### src/rtl/rv_hazard_scoreboard_if.sv
// Hazard unit bus: EX source addresses, forwarding-stage state and multicycle
// issue/complete traffic in; forwarding selects, stall and scoreboard state out.
interface rv_hazard_scoreboard_if #(
  parameter int NUM_FWD = 2,
  parameter int RF_AW   = 5,
  parameter int SELW    = $clog2(NUM_FWD + 1)
);
  logic [RF_AW-1:0]         i_haz_rf_ra1_ex;
  logic [RF_AW-1:0]         i_haz_rf_ra2_ex;
  logic [NUM_FWD*RF_AW-1:0] i_haz_fwd_wa;
  logic [NUM_FWD-1:0]       i_haz_fwd_we;
  logic [NUM_FWD-1:0]       i_haz_fwd_is_load;
  logic                     i_haz_mc_issue;
  logic [RF_AW-1:0]         i_haz_mc_wa;
  logic                     i_haz_mc_done;
  logic [RF_AW-1:0]         i_haz_mc_done_wa;
  logic                     i_haz_mc_kill;
  logic [SELW-1:0]          o_haz_rf_rd1_sel;
  logic [SELW-1:0]          o_haz_rf_rd2_sel;
  logic                     o_haz_stall;
  logic [2**RF_AW-1:0]      o_haz_pending;
  logic [3:0]               o_haz_mc_cnt;
  logic [15:0]              o_haz_stall_cnt;

  modport master (
    output i_haz_rf_ra1_ex, i_haz_rf_ra2_ex, i_haz_fwd_wa, i_haz_fwd_we,
           i_haz_fwd_is_load, i_haz_mc_issue, i_haz_mc_wa, i_haz_mc_done,
           i_haz_mc_done_wa, i_haz_mc_kill,
    input  o_haz_rf_rd1_sel, o_haz_rf_rd2_sel, o_haz_stall, o_haz_pending,
           o_haz_mc_cnt, o_haz_stall_cnt
  );

  modport slave (
    input  i_haz_rf_ra1_ex, i_haz_rf_ra2_ex, i_haz_fwd_wa, i_haz_fwd_we,
           i_haz_fwd_is_load, i_haz_mc_issue, i_haz_mc_wa, i_haz_mc_done,
           i_haz_mc_done_wa, i_haz_mc_kill,
    output o_haz_rf_rd1_sel, o_haz_rf_rd2_sel, o_haz_stall, o_haz_pending,
           o_haz_mc_cnt, o_haz_stall_cnt
  );
endinterface

### src/rtl/rv_hazard_scoreboard.sv
// RISC-V EX-stage hazard unit: priority forwarding select, load-use detection and
// a per-register scoreboard for multicycle ops with a saturating stall counter.
module rv_hazard_fwd_sel #(
  parameter int NUM_FWD = 2,
  parameter int RF_AW   = 5,
  parameter int SELW    = 2
) (
  input  logic [RF_AW-1:0]                ra,
  input  logic [NUM_FWD-1:0][RF_AW-1:0]   wa,
  input  logic [NUM_FWD-1:0]              we,
  input  logic [NUM_FWD-1:0]              is_load,
  output logic [SELW-1:0]                 sel,
  output logic                            load_hit
);
  // Scan from the oldest stage down so the youngest (lowest index) match wins.
  always_comb begin
    sel      = '0;
    load_hit = 1'b0;
    for (int k = NUM_FWD - 1; k >= 0; k--) begin
      if (ra != '0 && we[k] && wa[k] == ra) begin
        sel      = SELW'(k + 1);
        load_hit = is_load[k];
      end
    end
  end
endmodule

module rv_hazard_scoreboard #(
  parameter int NUM_FWD  = 2,
  parameter int RF_AW    = 5,
  parameter int MC_DEPTH = 4
) (
  input  logic                  i_clk,
  input  logic                  i_rst,
  rv_hazard_scoreboard_if.slave haz
);
  localparam int SELW = $clog2(NUM_FWD + 1);
  localparam int NREG = 2**RF_AW;

  logic [1:0][RF_AW-1:0] src;
  logic [1:0][SELW-1:0]  sel;
  logic [1:0]            load_hit;
  logic [NREG-1:0]       pending, pend_nxt;
  logic [3:0]            cnt, cnt_nxt;
  logic [15:0]           stall_cnt;
  logic                  raw, waw, full, stall, accept, done_eff;

  assign src = {haz.i_haz_rf_ra2_ex, haz.i_haz_rf_ra1_ex};

  for (genvar s = 0; s < 2; s++) begin : g_src
    rv_hazard_fwd_sel #(.NUM_FWD(NUM_FWD), .RF_AW(RF_AW), .SELW(SELW)) u_sel (
      .ra       (src[s]),
      .wa       (haz.i_haz_fwd_wa),
      .we       (haz.i_haz_fwd_we),
      .is_load  (haz.i_haz_fwd_is_load),
      .sel      (sel[s]),
      .load_hit (load_hit[s])
    );
  end

  assign raw  = (src[0] != '0 && pending[src[0]]) || (src[1] != '0 && pending[src[1]]);
  assign waw  = haz.i_haz_mc_issue && pending[haz.i_haz_mc_wa];
  assign full = haz.i_haz_mc_issue && cnt == 4'(MC_DEPTH) && !haz.i_haz_mc_done;

  // Stall is gated by reset so nothing upstream freezes and nothing is accepted.
  assign stall    = !i_rst && (|load_hit || raw || waw || full);
  assign accept   = !i_rst && haz.i_haz_mc_issue && !stall && haz.i_haz_mc_wa != '0;
  assign done_eff = haz.i_haz_mc_done && cnt != '0;

  // Clear before set so an issue to the register completing this cycle stays pending.
  always_comb begin
    pend_nxt = pending;
    if (done_eff) pend_nxt[haz.i_haz_mc_done_wa] = 1'b0;
    if (accept)   pend_nxt[haz.i_haz_mc_wa]      = 1'b1;
    cnt_nxt = cnt;
    if (accept && !done_eff)      cnt_nxt = cnt + 4'd1;
    else if (!accept && done_eff) cnt_nxt = cnt - 4'd1;
  end

  always_ff @(posedge i_clk) begin
    if (i_rst || haz.i_haz_mc_kill) begin
      pending <= '0;
      cnt     <= '0;
    end else begin
      pending <= pend_nxt;
      cnt     <= cnt_nxt;
    end
  end

  always_ff @(posedge i_clk) begin
    if (i_rst)                            stall_cnt <= '0;
    else if (stall && stall_cnt != '1)    stall_cnt <= stall_cnt + 16'd1;
  end

  assign haz.o_haz_rf_rd1_sel = sel[0];
  assign haz.o_haz_rf_rd2_sel = sel[1];
  assign haz.o_haz_stall      = stall;
  assign haz.o_haz_pending    = pending;
  assign haz.o_haz_mc_cnt     = cnt;
  assign haz.o_haz_stall_cnt  = stall_cnt;
endmodule
### src/flat_wrapper.sv
// flat-port wrapper written by rule: the top's interface ports become plain ports
module rv_hazard_scoreboard_flat 
#(
  parameter int NUM_FWD  = 2,
  parameter int RF_AW    = 5,
  parameter int MC_DEPTH = 4
)
  (i_clk, i_rst, haz_i_haz_rf_ra1_ex, haz_i_haz_rf_ra2_ex, haz_i_haz_fwd_wa, haz_i_haz_fwd_we, haz_i_haz_fwd_is_load, haz_i_haz_mc_issue, haz_i_haz_mc_wa, haz_i_haz_mc_done, haz_i_haz_mc_done_wa, haz_i_haz_mc_kill, haz_o_haz_rf_rd1_sel, haz_o_haz_rf_rd2_sel, haz_o_haz_stall, haz_o_haz_pending, haz_o_haz_mc_cnt, haz_o_haz_stall_cnt);
  rv_hazard_scoreboard_if #(.NUM_FWD(NUM_FWD), .RF_AW(RF_AW)) haz_i ();
  input  logic i_clk;
  input  logic i_rst;
  input wire logic [$bits(haz_i.i_haz_rf_ra1_ex)-1:0] haz_i_haz_rf_ra1_ex;
  input wire logic [$bits(haz_i.i_haz_rf_ra2_ex)-1:0] haz_i_haz_rf_ra2_ex;
  input wire logic [$bits(haz_i.i_haz_fwd_wa)-1:0] haz_i_haz_fwd_wa;
  input wire logic [$bits(haz_i.i_haz_fwd_we)-1:0] haz_i_haz_fwd_we;
  input wire logic [$bits(haz_i.i_haz_fwd_is_load)-1:0] haz_i_haz_fwd_is_load;
  input wire logic [$bits(haz_i.i_haz_mc_issue)-1:0] haz_i_haz_mc_issue;
  input wire logic [$bits(haz_i.i_haz_mc_wa)-1:0] haz_i_haz_mc_wa;
  input wire logic [$bits(haz_i.i_haz_mc_done)-1:0] haz_i_haz_mc_done;
  input wire logic [$bits(haz_i.i_haz_mc_done_wa)-1:0] haz_i_haz_mc_done_wa;
  input wire logic [$bits(haz_i.i_haz_mc_kill)-1:0] haz_i_haz_mc_kill;
  output wire logic [$bits(haz_i.o_haz_rf_rd1_sel)-1:0] haz_o_haz_rf_rd1_sel;
  output wire logic [$bits(haz_i.o_haz_rf_rd2_sel)-1:0] haz_o_haz_rf_rd2_sel;
  output wire logic [$bits(haz_i.o_haz_stall)-1:0] haz_o_haz_stall;
  output wire logic [$bits(haz_i.o_haz_pending)-1:0] haz_o_haz_pending;
  output wire logic [$bits(haz_i.o_haz_mc_cnt)-1:0] haz_o_haz_mc_cnt;
  output wire logic [$bits(haz_i.o_haz_stall_cnt)-1:0] haz_o_haz_stall_cnt;
  assign haz_i.i_haz_rf_ra1_ex = haz_i_haz_rf_ra1_ex;
  assign haz_i.i_haz_rf_ra2_ex = haz_i_haz_rf_ra2_ex;
  assign haz_i.i_haz_fwd_wa = haz_i_haz_fwd_wa;
  assign haz_i.i_haz_fwd_we = haz_i_haz_fwd_we;
  assign haz_i.i_haz_fwd_is_load = haz_i_haz_fwd_is_load;
  assign haz_i.i_haz_mc_issue = haz_i_haz_mc_issue;
  assign haz_i.i_haz_mc_wa = haz_i_haz_mc_wa;
  assign haz_i.i_haz_mc_done = haz_i_haz_mc_done;
  assign haz_i.i_haz_mc_done_wa = haz_i_haz_mc_done_wa;
  assign haz_i.i_haz_mc_kill = haz_i_haz_mc_kill;
  assign haz_o_haz_rf_rd1_sel = haz_i.o_haz_rf_rd1_sel;
  assign haz_o_haz_rf_rd2_sel = haz_i.o_haz_rf_rd2_sel;
  assign haz_o_haz_stall = haz_i.o_haz_stall;
  assign haz_o_haz_pending = haz_i.o_haz_pending;
  assign haz_o_haz_mc_cnt = haz_i.o_haz_mc_cnt;
  assign haz_o_haz_stall_cnt = haz_i.o_haz_stall_cnt;
  rv_hazard_scoreboard #(.NUM_FWD(NUM_FWD), .RF_AW(RF_AW), .MC_DEPTH(MC_DEPTH)) u_core (.i_clk(i_clk), .i_rst(i_rst), .haz(haz_i));
endmodule
### config.mk
export PLATFORM = sky130hd
export DESIGN_NAME = rv_hazard_scoreboard_flat
export DESIGN_NICKNAME = d
export VERILOG_FILES = /design/src/rtl/rv_hazard_scoreboard_if.sv /design/src/rtl/rv_hazard_scoreboard.sv /design/src/flat_wrapper.sv
export SDC_FILE = /design/constraint.sdc
export NUM_CORES = 1
export LEC_CHECK = 0
export ABC_AREA = 1
export CAP_MARGIN = 20
export CORE_MARGIN = 2
export CORE_UTILIZATION = 47
export CTS_CLUSTER_SIZE = 40
export DETAILED_ROUTE_END_ITERATION = 12
export GPL_ROUTABILITY_DRIVEN = 1
export PLACE_DENSITY = 0.78
export REMOVE_ABC_BUFFERS = 1
export SETUP_SLACK_MARGIN = 0.02
export SYNTH_ARGS = -nofsm -noshare
export SYNTH_HDL_FRONTEND = slang
export SYNTH_SLANG_ARGS = --single-unit
### constraint.sdc
create_clock -name i_clk -period 3.5 [get_ports i_clk]
set_clock_uncertainty 0.15 [all_clocks]
set_input_delay 0.7 -clock i_clk [delete_from_list [all_inputs] [get_ports i_clk]]
set_output_delay 0.7 -clock i_clk [all_outputs]
set_load 0.05 [all_outputs]
; ---- Word level (Yosys, flattened, before mapping)
; Index checks and enable logic that the tools add are counted.
[word_totals]
regBits = 52
wordCells = 82
[classes]
n_reduce_logical = 39
n_eq_ne = 6
addsub = 3
muxes = 22
n_bitwise = 3
order_cmp = 6
[ops]
columns = operator, count
row1 = 32-bit 2-to-1 mux, 2
row2 = 32-bit bitwise AND, 1
row3 = 32-bit inverter, 1
row4 = 32-bit OR, 1
row5 = 5-bit by 6-bit < comparator with 1-bit output (second input constant), 4
row6 = 1-bit logical AND, 23
row7 = 5-bit == test, 4
row8 = 16-bit by 1-bit adder with 16-bit output (second input constant), 1
row9 = 16-bit != test (second input constant), 1
row10 = 1-bit binary-select mux with 5-bit select, 3
row11 = 5-bit nonzero test, 3
row12 = 1-bit demux with 5-bit select, 2
row13 = 5-bit by 1-bit >= comparator with 1-bit output (second input constant), 2
row14 = 1-bit 2-to-1 mux, 9
row15 = 2-bit 2-to-1 mux, 4
row16 = 4-bit 2-to-1 mux, 2
row17 = 1-bit zero test, 5
row18 = 1-bit logical OR, 5
row19 = 4-bit by 1-bit adder with 4-bit output (second input constant), 1
row20 = 4-bit by 3-bit == test with 1-bit output (second input constant), 1
row21 = 4-bit nonzero test, 1
row22 = 4-bit by 1-bit subtractor with 4-bit output (second input constant), 1
row23 = 2-bit nonzero test, 1
row24 = 2-bit OR reduction, 1

; ---- Longest topological paths before layout
; Gate-level depths: netlist (run 1).
[depth]
ltp_word = 17
ltp_mapped = 24
ltp_nobuf = 23

; ---- Cells and area by module
; From an unflattened synthesis (run 1), not the netlist that was laid out.
[hier_totals]
hier_cells = 788
area_unflattened_um2 = 4544.4
[by_module_without_submodules]
columns = module, n_inst, area_each_um2, cells_per_inst
row1 = rv_hazard_scoreboard, 1, 4018.9, 664
row2 = rv_hazard_fwd_sel, 2, 262.8, 62

; ---- Worst setup path before layout (run 1)
; OpenSTA, ideal clock, no wires.
[synth_timing]
path_kind = input to register
from = input haz_i_haz_mc_wa[0]
to = register u_core.cnt[3], in the netlist u_core.haz.o_haz_mc_cnt[3]
path_stages = 24
setup_slack_ns = -0.019
n_path_buf = 3
t_required_ns = 3.292
t_arrival_ns = 3.312
setup_time_ns = 0.058
path_cell_list = buf_4 inv_2 buf_6 nand2_1 nand2_1 nand2_1 nand2_1 nand2_1 nand2_1 nor2_1 a21oi_2 nor2_4 nand3_4 nor2_8 buf_6 ha_1 inv_1 ha_1 a21o_1 a21oi_1 o21ai_0 a21o_1 a21oi_1 o21a_1
[synth_between]
elab_chain_len = 12
[synth_lines]
columns = item, line_no
row1 = from (decl), flat_wrapper.sv:18  ; input wire logic [$bits(haz_i.i_haz_mc_wa)-1:0] haz_i_haz_mc_wa;
row2 = 1-bit binary-select mux with 5-bit select, rv_hazard_scoreboard.sv:62  ; assign waw = haz.i_haz_mc_issue && pending[haz.i_haz_mc_wa];
row3 = 1-bit 2-to-1 mux (not written as such), rv_hazard_scoreboard.sv:62
row4 = 1-bit logical AND, rv_hazard_scoreboard.sv:62
row5 = 1-bit logical OR (2 in a row), rv_hazard_scoreboard.sv:66  ; assign stall = !i_rst && (|load_hit || raw || waw || full);
row6 = 1-bit logical AND, rv_hazard_scoreboard.sv:66
row7 = 1-bit zero test, rv_hazard_scoreboard.sv:67  ; assign accept = !i_rst && haz.i_haz_mc_issue && !stall && haz.i_haz_mc_wa != '0;
row8 = 1-bit logical AND, rv_hazard_scoreboard.sv:67
row9 = 1-bit logical AND *, rv_hazard_scoreboard.sv:67
row10 = 1-bit zero test, rv_hazard_scoreboard.sv:77  ; else if (!accept && done_eff) cnt_nxt = cnt - 4'd1;
row11 = 1-bit logical AND, rv_hazard_scoreboard.sv:77
row12 = 2-bit nonzero test (no line), n/a
row13 = to (signal assigned), rv_hazard_scoreboard.sv:86  ; cnt <= cnt_nxt;
row14 = to (decl), rv_hazard_scoreboard.sv:44  ; logic [3:0] cnt, cnt_nxt;
; Mark *: on every way between the ends. The rest lies on a longest branch, timed or not. The select of a mux whose other input is x is not followed.
; A chain may end at the register's enable or synchronous reset.

; ---- Worst setup path in the final report (run 1)
[layout_timing]
from = input haz_i_haz_mc_wa[2]
to = output haz_o_haz_stall
[layout_between]
elab_chain_len = 6
[layout_lines]
columns = item, line_no
row1 = 1-bit binary-select mux with 5-bit select, rv_hazard_scoreboard.sv:62
row2 = 1-bit 2-to-1 mux (not written as such), rv_hazard_scoreboard.sv:62
row3 = 1-bit logical AND, rv_hazard_scoreboard.sv:62
row4 = 1-bit logical OR (2 in a row), rv_hazard_scoreboard.sv:66
row5 = 1-bit logical AND, rv_hazard_scoreboard.sv:66
row6 = to (decl), flat_wrapper.sv:24  ; output wire logic [$bits(haz_i.o_haz_stall)-1:0] haz_o_haz_stall;
; No other way between the ends. The select of a mux whose other input is x is not followed.

==> qor.csv, run 1 <==
stage;metric;value;unit
outcome;outcome;complete, no violations;
floorplanning;die_x;99.4;um
floorplanning;std_cell_rows;34;
placed_design;dpl.hpwl;11400;um
global_route;gr_util_all_layers;0.309;
run;number_of_max_capacitance_violations_reported;0;
timing;min_period;3.37;ns
setup_path;worst_ep_arrival_time;2.52;ns
synth;synth-edff-count;0;
setup_path;critical-path-top-delay-family;buffers and inverters;
final_layout;drive_gt1_frac;0.203;
final_layout;antenna_cells_inserted;0;
timing;finalHoldViolCount;0;
synth;synth_sequential_area_ratio;0.243;
global_route;via_count_of_the_first_global_routing_pass;5036;
timing;fin_tns_setup;0;ns
hold_path;min-delay-start;u_core.haz.o_haz_stall_cnt[15]$_SDFFE_PP0P_;
route;drt_first_pass_iters;6;
synth;synth_top_cells_by_count;sky130_fd_sc_hd__nand2_1 (242), sky130_fd_sc_hd__nor2_1 (68), sky130_fd_sc_hd__inv_1 (64);
synth;synth_unique_cells;34;
final_layout;nNetsFinal;916;
synth;synthDominantCellAreaShare;0.243;
global_route;pin_count_of_the_biggest_net_entering_global_routing;37;
route;drt_iter0_drc;388;
final_layout;finalInstanceArea;0.00601;sq mm
clock_network;clkSinkCount;52;
final_layout;layout-area-overhead-vs-synth;40.5;%
clock_network;clock_tree_from_tritoncts;built;
final_layout;multi_input_comb_area;0.00289;sq mm
route;number_of_routed_nets_with_antenna_violations;0;
route;post_drt_wl_per_cell;15.6;um
final_layout;layout.filler_cells;771;
synth;ys.warnings.count;0;
synth;post_synth_inst_count;731;
timing;worst_slew_pin_slew;0.911;ns
setup_path;reg2reg_from;u_core.haz.o_haz_pending[23]$_SDFF_PP0_;
route;sum_of_routed_wire_length_over_all_layers;15300;um
placed_design;place.port_buffers;95;
timing;timing.max_slew.rel_slack;0.393;
global_route;grt_first_pass_wirelength;24900;um
setup_path;worstRegToRegCells;20;
floorplanning;effective_utilization_at_floorplan;0.488;
floorplanning;dieHeight;99.4;um
clock_network;clk_path_buf_depth;2;
setup_path;crit_chain;dlygate4sd2_1 -> inv_1 -> nor3_4 -> nand2_1 -> nand2_1 -> nor2_2 -> a21oi_2 -> nor2_4 -> nand3_4 -> buf_12 -> buf_12 -> nand2_1 -> inv_2 -> buf_8;
power;report.power.total;1420;uW
synth;yosys.cell_count.top_type;sky130_fd_sc_hd__nand2_1;
clock_network;ctsHtreeMaxLevel;2;
synth;ys_top_cells_by_area;sky130_fd_sc_hd__dfxtp_1 (24%), sky130_fd_sc_hd__nand2_1 (21%), sky130_fd_sc_hd__nand3_1 (6.4%);
clock_network;cts.reportedPaths.clkPinSlew;0.10;ns
power;leakagePower;0.00254;uW
power;power_per_cell_area;236;mW/mm^2
global_route;grt.met2_usage;0.508;
power;worst_ir_drop_vdd;0.000216;V
hold_path;timing.hold.worst.class;reg -> reg;
clock_network;cts_hold_bufs;0;
timing;finalCritPeriodShare;0.964;
route;detail_route.vias_per_cell;5.55;
hold_path;min_path_cells;2;
global_route;met1_usage;0.409;
synth;synth.ff_latch_count;52;
synth;synthesis.area;0.00428;sq mm
setup_path;critPathKind;in -> out;
placed_design;placed_cells;961;
timing;finalMaxSlewViolations;0;
hold_path;timing.hold.worst_endpoint;u_core.haz.o_haz_stall_cnt[15]$_SDFFE_PP0P_;
global_route;globalRoute.busiestLayer;met2;
setup_path;setup.worst_path.start_class;primary input;
placed_design;dpl-instance-area;0.00567;sq mm
clock_network;clk-insertion-delay-late;0.32;ns
global_route;grt_util_met3;0.0520;
placed_design;post-place-ws;-0.456;ns
setup_path;cp.required;2.65;ns
setup_path;worstPathMaxFanout;4;
setup_path;crit_path_max_incr_delay;0.32;ns
synth;postSynth.asyncResetShare;0;
synth;dominantRegCellSynth;sky130_fd_sc_hd__dfxtp_1;
setup_path;timing.critical_path.buf_inv;6;
clock_network;numCtsBuffers;5;
setup_path;r2r_setup_slack;0.60;ns
setup_path;crit_top_cell;sky130_fd_sc_hd__nand2_1;
clock_network;clock-root-buffer;sky130_fd_sc_hd__clkbuf_8;
floorplanning;die_outline_area;0.00988;sq mm
synth;avg_cell_area_syn;5.85;sq um
final_layout;ff_latch_area;0.00104;sq mm
floorplanning;io_pins;96;
final_layout;layoutNonFillerInstCount;981;
route;detailroute.via_count;5443;
timing;setup_slack;0.125;ns
global_route;antenna_found_initial;0;
timing;maxClockFrequency;296;MHz
timing;setup_violations;0;
setup_path;r2r-end;u_core.haz.o_haz_mc_cnt[3]$_SDFFE_PP0P_;
placed_design;gp_congestion;1.09;
setup_path;critPathCaptureType;primary output;
setup_path;cp_slowest_cell;sky130_fd_sc_hd__dlygate4sd2_1;
setup_path;critical_path_depth;14;
global_route;grt.overflow.total;0;
floorplanning;core_area;0.00876;sq mm
route;post_detailed_route_drc_marker_count;0;
synth;yosys.area.top_type;sky130_fd_sc_hd__dfxtp_1;
[sequential cells by signal (all words and copies together), names as in the netlist]
register                    cells
u_core.haz.o_haz_stall_cnt     16
u_core.haz.o_haz_pending       32
u_core.haz.o_haz_mc_cnt         4
[layer usage]
layer | up-vias | part of all wire
li1 | 2641 | -
met4 | 0 | 0.039
met1 | 2448 | 0.41
met3 | 54 | 0.099
met5 | - | 0
met2 | 300 | 0.46
[cells by family (layout without fill, tap and decap cells)]
| group | count (synthesis) | in the layout | share of synthesized area |
|---|---|---|---|
| AO/OA/AOI/OAI | 126 | 126 | 0.168 |
| flip-flops | 52 | 52 | 0.243 |
| AND/OR/NAND/NOR | 428 | 428 | 0.432 |
| adder cells (fa/ha/maj) | 5 | 5 | 0.0164 |
| XOR/XNOR | 16 | 16 | 0.0328 |
| buffers and inverters | 104 | 246 | 0.108 |
[final cells by class]
class,instances,area share
Clock buffer,5,0.0114
Tap cell,108,0.0225
Inverter,74,0.0464
Timing Repair Buffer,164,0.262
Sequential cell,52,0.173
Multi-Input combinational cell,575,0.480
Clock inverter,3,0.00437
[cells in the final DEF (no fill, tap or decap), types with 4 or more instances in the layout]
cell type,n
sky130_fd_sc_hd__nor2_1,60
sky130_fd_sc_hd__xor2_1,10
sky130_fd_sc_hd__a21oi_1,45
sky130_fd_sc_hd__buf_12,8
sky130_fd_sc_hd__buf_6,4
sky130_fd_sc_hd__inv_1,57
sky130_fd_sc_hd__nor3_1,11
sky130_fd_sc_hd__nand4_1,17
sky130_fd_sc_hd__clkbuf_2,8
sky130_fd_sc_hd__nand2_2,25
sky130_fd_sc_hd__o21ai_0,48
sky130_fd_sc_hd__clkbuf_8,5
sky130_fd_sc_hd__buf_4,59
sky130_fd_sc_hd__clkdlybuf4s15_1,4
sky130_fd_sc_hd__nor2_2,8
sky130_fd_sc_hd__nor3_2,5
sky130_fd_sc_hd__nand3_1,54
sky130_fd_sc_hd__nand2_1,236
sky130_fd_sc_hd__xnor2_1,6
sky130_fd_sc_hd__inv_2,15
sky130_fd_sc_hd__o21ai_1,7
sky130_fd_sc_hd__dlygate4sd2_1,4
sky130_fd_sc_hd__dfxtp_1,52
sky130_fd_sc_hd__dlymetal6s2s_1,10
sky130_fd_sc_hd__a21oi_2,21
sky130_fd_sc_hd__clkdlybuf4s50_1,64
sky130_fd_sc_hd__nor3_4,4
[stage by stage]
| stage | util | hold slack, ns |
|---|---|---|
| after floorplan | - | 0.546 |
| after global placement | 0.647 | 0.323 |
| after detailed placement | 0.647 | 0.325 |
| after CTS | 0.668 | 0.343 |
| after global routing | 0.686 | 0.379 |
| final | 0.686 | 0.335 |
[timing repair]
item | in CTS | in global routing
cloned | 1 | 1
endpoints found under the setup margin | 2 | 4
gates resized for setup | 38 | 55
pin swaps | 3 | 20
hold endpoints to repair | 0 | 0
buffers inserted | 3 | 7
[tightest hold or removal path: stages (launching register included)]
cell and delay [ns]:
sky130_fd_sc_hd__dfxtp_1 0.33, sky130_fd_sc_hd__nand2_1 0.06, sky130_fd_sc_hd__a21oi_1 0.05
[worst max-delay path by stage]
stage	to	from	slack, ns
after detailed placement	u_core.haz.o_haz_mc_cnt[3]$_SDFFE_PP0P_	haz_i_haz_rf_ra2_ex[0]	-0.46
after global placement	u_core.haz.o_haz_mc_cnt[3]$_SDFFE_PP0P_	haz_i_haz_fwd_wa[0]	-0.36
final	haz_o_haz_stall	haz_i_haz_mc_wa[2]	0.13
after global routing	u_core.haz.o_haz_mc_cnt[3]$_SDFFE_PP0P_	haz_i_haz_rf_ra2_ex[2]	-0.005
after floorplan	u_core.haz.o_haz_mc_cnt[3]$_SDFFE_PP0P_	haz_i_haz_rf_ra1_ex[0]	-0.15
after CTS	u_core.haz.o_haz_mc_cnt[3]$_SDFFE_PP0P_	haz_i_haz_rf_ra1_ex[4]	0.02
[report_power, final]
part	internal, uW	total [uW]	switching, uW
registers	599	609	10.0
clock network	146	369	223
logic	177	439	262
Power figures use the tool's default switching activity.
==> inputs of run 2 (changes only) <==
--- a/config.mk
+++ b/config.mk
@@ -9,7 +9,7 @@
 export CAP_MARGIN = 20
 export CORE_MARGIN = 2
 export CORE_UTILIZATION = 47
-export CTS_CLUSTER_SIZE = 40
+export CTS_CLUSTER_SIZE = 12
 export DETAILED_ROUTE_END_ITERATION = 12
 export GPL_ROUTABILITY_DRIVEN = 1
 export PLACE_DENSITY = 0.78
==> results of run 2 <==
The final DEF is identical to that of run 1; final timing and power are the same.
==> inputs of run 3 (changes only) <==
--- a/config.mk
+++ b/config.mk
@@ -8,11 +8,12 @@
 export ABC_AREA = 1
 export CAP_MARGIN = 20
 export CORE_MARGIN = 2
-export CORE_UTILIZATION = 47
+export CORE_UTILIZATION = 55
 export CTS_CLUSTER_SIZE = 12
 export DETAILED_ROUTE_END_ITERATION = 12
+export DONT_BUFFER_PORTS = 1
 export GPL_ROUTABILITY_DRIVEN = 1
-export PLACE_DENSITY = 0.78
+export PLACE_DENSITY = 0.73
 export REMOVE_ABC_BUFFERS = 1
 export SETUP_SLACK_MARGIN = 0.02
 export SYNTH_ARGS = -nofsm -noshare
==> qor.csv, run 3 (synthesized netlist as in run 1, its figures left out) <==
stage;metric;value;unit
outcome;outcome;complete, no violations;
floorplanning;std_cell_rows;32;
clock_network;clk-insertion-delay-late;0.32;ns
setup_path;worst_setup_path_startpoint;u_core.haz.o_haz_pending[19]$_SDFF_PP0_;
global_route;grt_first_pass_wirelength;22000;um
global_route;antenna_found_initial;0;
clock_network;clk_path_buf_depth;2;
placed_design;gp_congestion;0.959;
power;leakagePower;0.00195;uW
timing;min_period;3.28;ns
clock_network;numCtsBuffers;5;
final_layout;nNetsFinal;796;
route;drt_first_pass_iters;5;
final_layout;final_common_cell;sky130_fd_sc_hd__nand2_1;
global_route;grt.overflow.total;0;
final_layout;largest_register_ff_count;32;
timing;finalMaxSlewViolations;0;
floorplanning;io_pins;96;
clock_network;clock_tree_from_tritoncts;built;
route;drt_iter0_drc;480;
setup_path;critPathCaptureType;primary output;
timing;finalCritPeriodShare;0.938;
timing;rsz0062_at_grt;no;
timing;fin_tns_setup;0;ns
final_layout;antenna_cells_inserted;0;
route;detail_route.vias_per_cell;5.70;
global_route;via_count_of_the_first_global_routing_pass;4641;
setup_path;worst_ep_arrival_time;2.43;ns
placed_design;place.port_buffers;0;
final_layout;finalInstanceArea;0.00466;sq mm
route;sum_of_routed_wire_length_over_all_layers;13400;um
setup_path;crit_path_max_incr_delay;0.39;ns
placed_design;dpl-instance-area;0.00455;sq mm
timing;timing.max_slew.rel_slack;0.390;
clock_network;cts.reportedPaths.clkPinSlew;0.10;ns
timing;finalHoldViolCount;0;
final_layout;most-common-layout-cells;sky130_fd_sc_hd__nand2_1 (242), sky130_fd_sc_hd__nor2_1 (68), sky130_fd_sc_hd__inv_1 (64);
setup_path;cp.required;2.65;ns
hold_path;timing.hold.worst.class;in -> reg;
setup_path;critical-path-top-delay-family;simple AND/OR/NAND/NOR gates;
timing;maxClockFrequency;305;MHz
floorplanning;effective_utilization_at_floorplan;0.559;
global_route;gr_util_all_layers;0.323;
setup_path;setup.worst_path.start_class;register;
setup_path;timing.critical_path.buf_inv;3;
route;post_drt_wl_per_cell;15.7;um
setup_path;r2r-end;u_core.haz.o_haz_mc_cnt[3]$_SDFFE_PP0P_;
floorplanning;dieHeight;92.2;um
route;post_detailed_route_drc_marker_count;0;
clock_network;ctsHtreeMaxLevel;2;
route;number_of_routed_nets_with_antenna_violations;0;
clock_network;clock-root-buffer;sky130_fd_sc_hd__clkbuf_8;
timing;worst_slew_pin_slew;0.915;ns
global_route;pin_count_of_the_biggest_net_entering_global_routing;37;
clock_network;clkSinkCount;52;
placed_design;placed_cells;847;
clock_network;cts_hold_bufs;0;
setup_path;worstRegToRegCells;19;
route;detailroute.via_count;4876;
placed_design;dpl.hpwl;10100;um
clock_network;cts.repair_timing.setup_buffer_count;0;
power;power_per_cell_area;278;mW/mm^2
setup_path;cp_slowest_cell;sky130_fd_sc_hd__dfxtp_1;
power;report.power.total;1300;uW
final_layout;layout-area-overhead-vs-synth;8.92;%
run;number_of_max_capacitance_violations_reported;0;
setup_path;worstPathMaxFanout;17;
timing;setup_violations;0;
hold_path;min-delay-start;i_rst;
setup_path;critPathKind;reg -> out;
hold_path;timing.hold.worst_endpoint;u_core.haz.o_haz_stall_cnt[4]$_SDFFE_PP0P_;
clock_network;cts_resized;0;
floorplanning;core_area;0.00765;sq mm
floorplanning;die_outline_area;0.00850;sq mm
hold_path;min_path_cells;1;
final_layout;drive_gt1_frac;0.139;
floorplanning;die_x;92.2;um
setup_path;crit_chain;buf_4 -> nand2_1 -> nand3_1 -> nand3_1 -> nand2_1 -> nand2_1 -> nand3_1 -> nand3_1 -> nand3_4 -> buf_4 -> nand2_1 -> inv_1;
power;worst_ir_drop_vdd;0.000237;V
final_layout;layoutNonFillerInstCount;855;
setup_path;reg2reg_from;u_core.haz.o_haz_pending[19]$_SDFF_PP0_;
setup_path;r2r_setup_slack;0.31;ns
final_layout;layout.filler_cells;751;
==> run 3: per-layer routing <==
| layer | up-vias | wire, um | part of all wire | global-route usage |
|---|---|---|---|---|
| met4 | 0 | 541 | 0.040 | 0.159 |
| met3 | 47 | 1250 | 0.093 | 0.0830 |
| met5 | - | 0 | 0 | 0 |
| met1 | 2202 | 4980 | 0.37 | 0.356 |
| met2 | 231 | 6670 | 0.50 | 0.573 |
| li1 | 2396 | - | - | - |
==> run 3: worst register-to-register path: cells and delay by family, from the launching register on <==
kind,cells,cell delay [ns]
and+or+nand+nor,9,0.87
AOI/OAI and AO/OA,6,0.92
buffers and inverters,2,0.35
DFF,1,0.39
adders and majority gates,2,0.47
==> run 3: where the power goes <==
group	switching (uW)	internal [uW]	leakage [uW]
sequential	5.79	599	0.000419
combinational	193	77.1	0.00147
clock	209	213	0.0000552
==> run 3: cell type report <==
type,count,area (sq um),area share
clock buffers,6,72.6,0.0156
well taps,102,128,0.0274
inverters,74,278,0.0596
flip-flops and latches,52,1040,0.223
multi-input cells,575,2780,0.596
repair buffers,44,330,0.0709
clock inverters,2,35.0,0.00752
==> run 3: metrics by stage <==
step	utilization	hold WS [ns]	setup slack (ns)
6_report	0.609	0.287	0.217
5_1_grt	0.609	0.276	0.0634
4_1_cts	0.609	0.279	0.227
3_5_place_dp	0.595	0.369	0.000620
3_3_place_gp	0.595	0.362	0.168
2_1_floorplan	-	0.546	-0.147
==> run 3: how the worst max path moves through the flow <==
stage,end,slack (ns),depth (start not counted)
6_report,haz_o_haz_stall,0.22,12
5_1_grt,u_core.haz.o_haz_mc_cnt[3]$_SDFFE_PP0P_,0.06,22
4_1_cts,haz_o_haz_stall,0.23,12
3_5_place_dp,u_core.haz.o_haz_mc_cnt[3]$_SDFFE_PP0P_,0.0006,22
3_3_place_gp,u_core.haz.o_haz_mc_cnt[3]$_SDFFE_PP0P_,0.17,22
2_1_floorplan,u_core.haz.o_haz_mc_cnt[3]$_SDFFE_PP0P_,-0.15,20
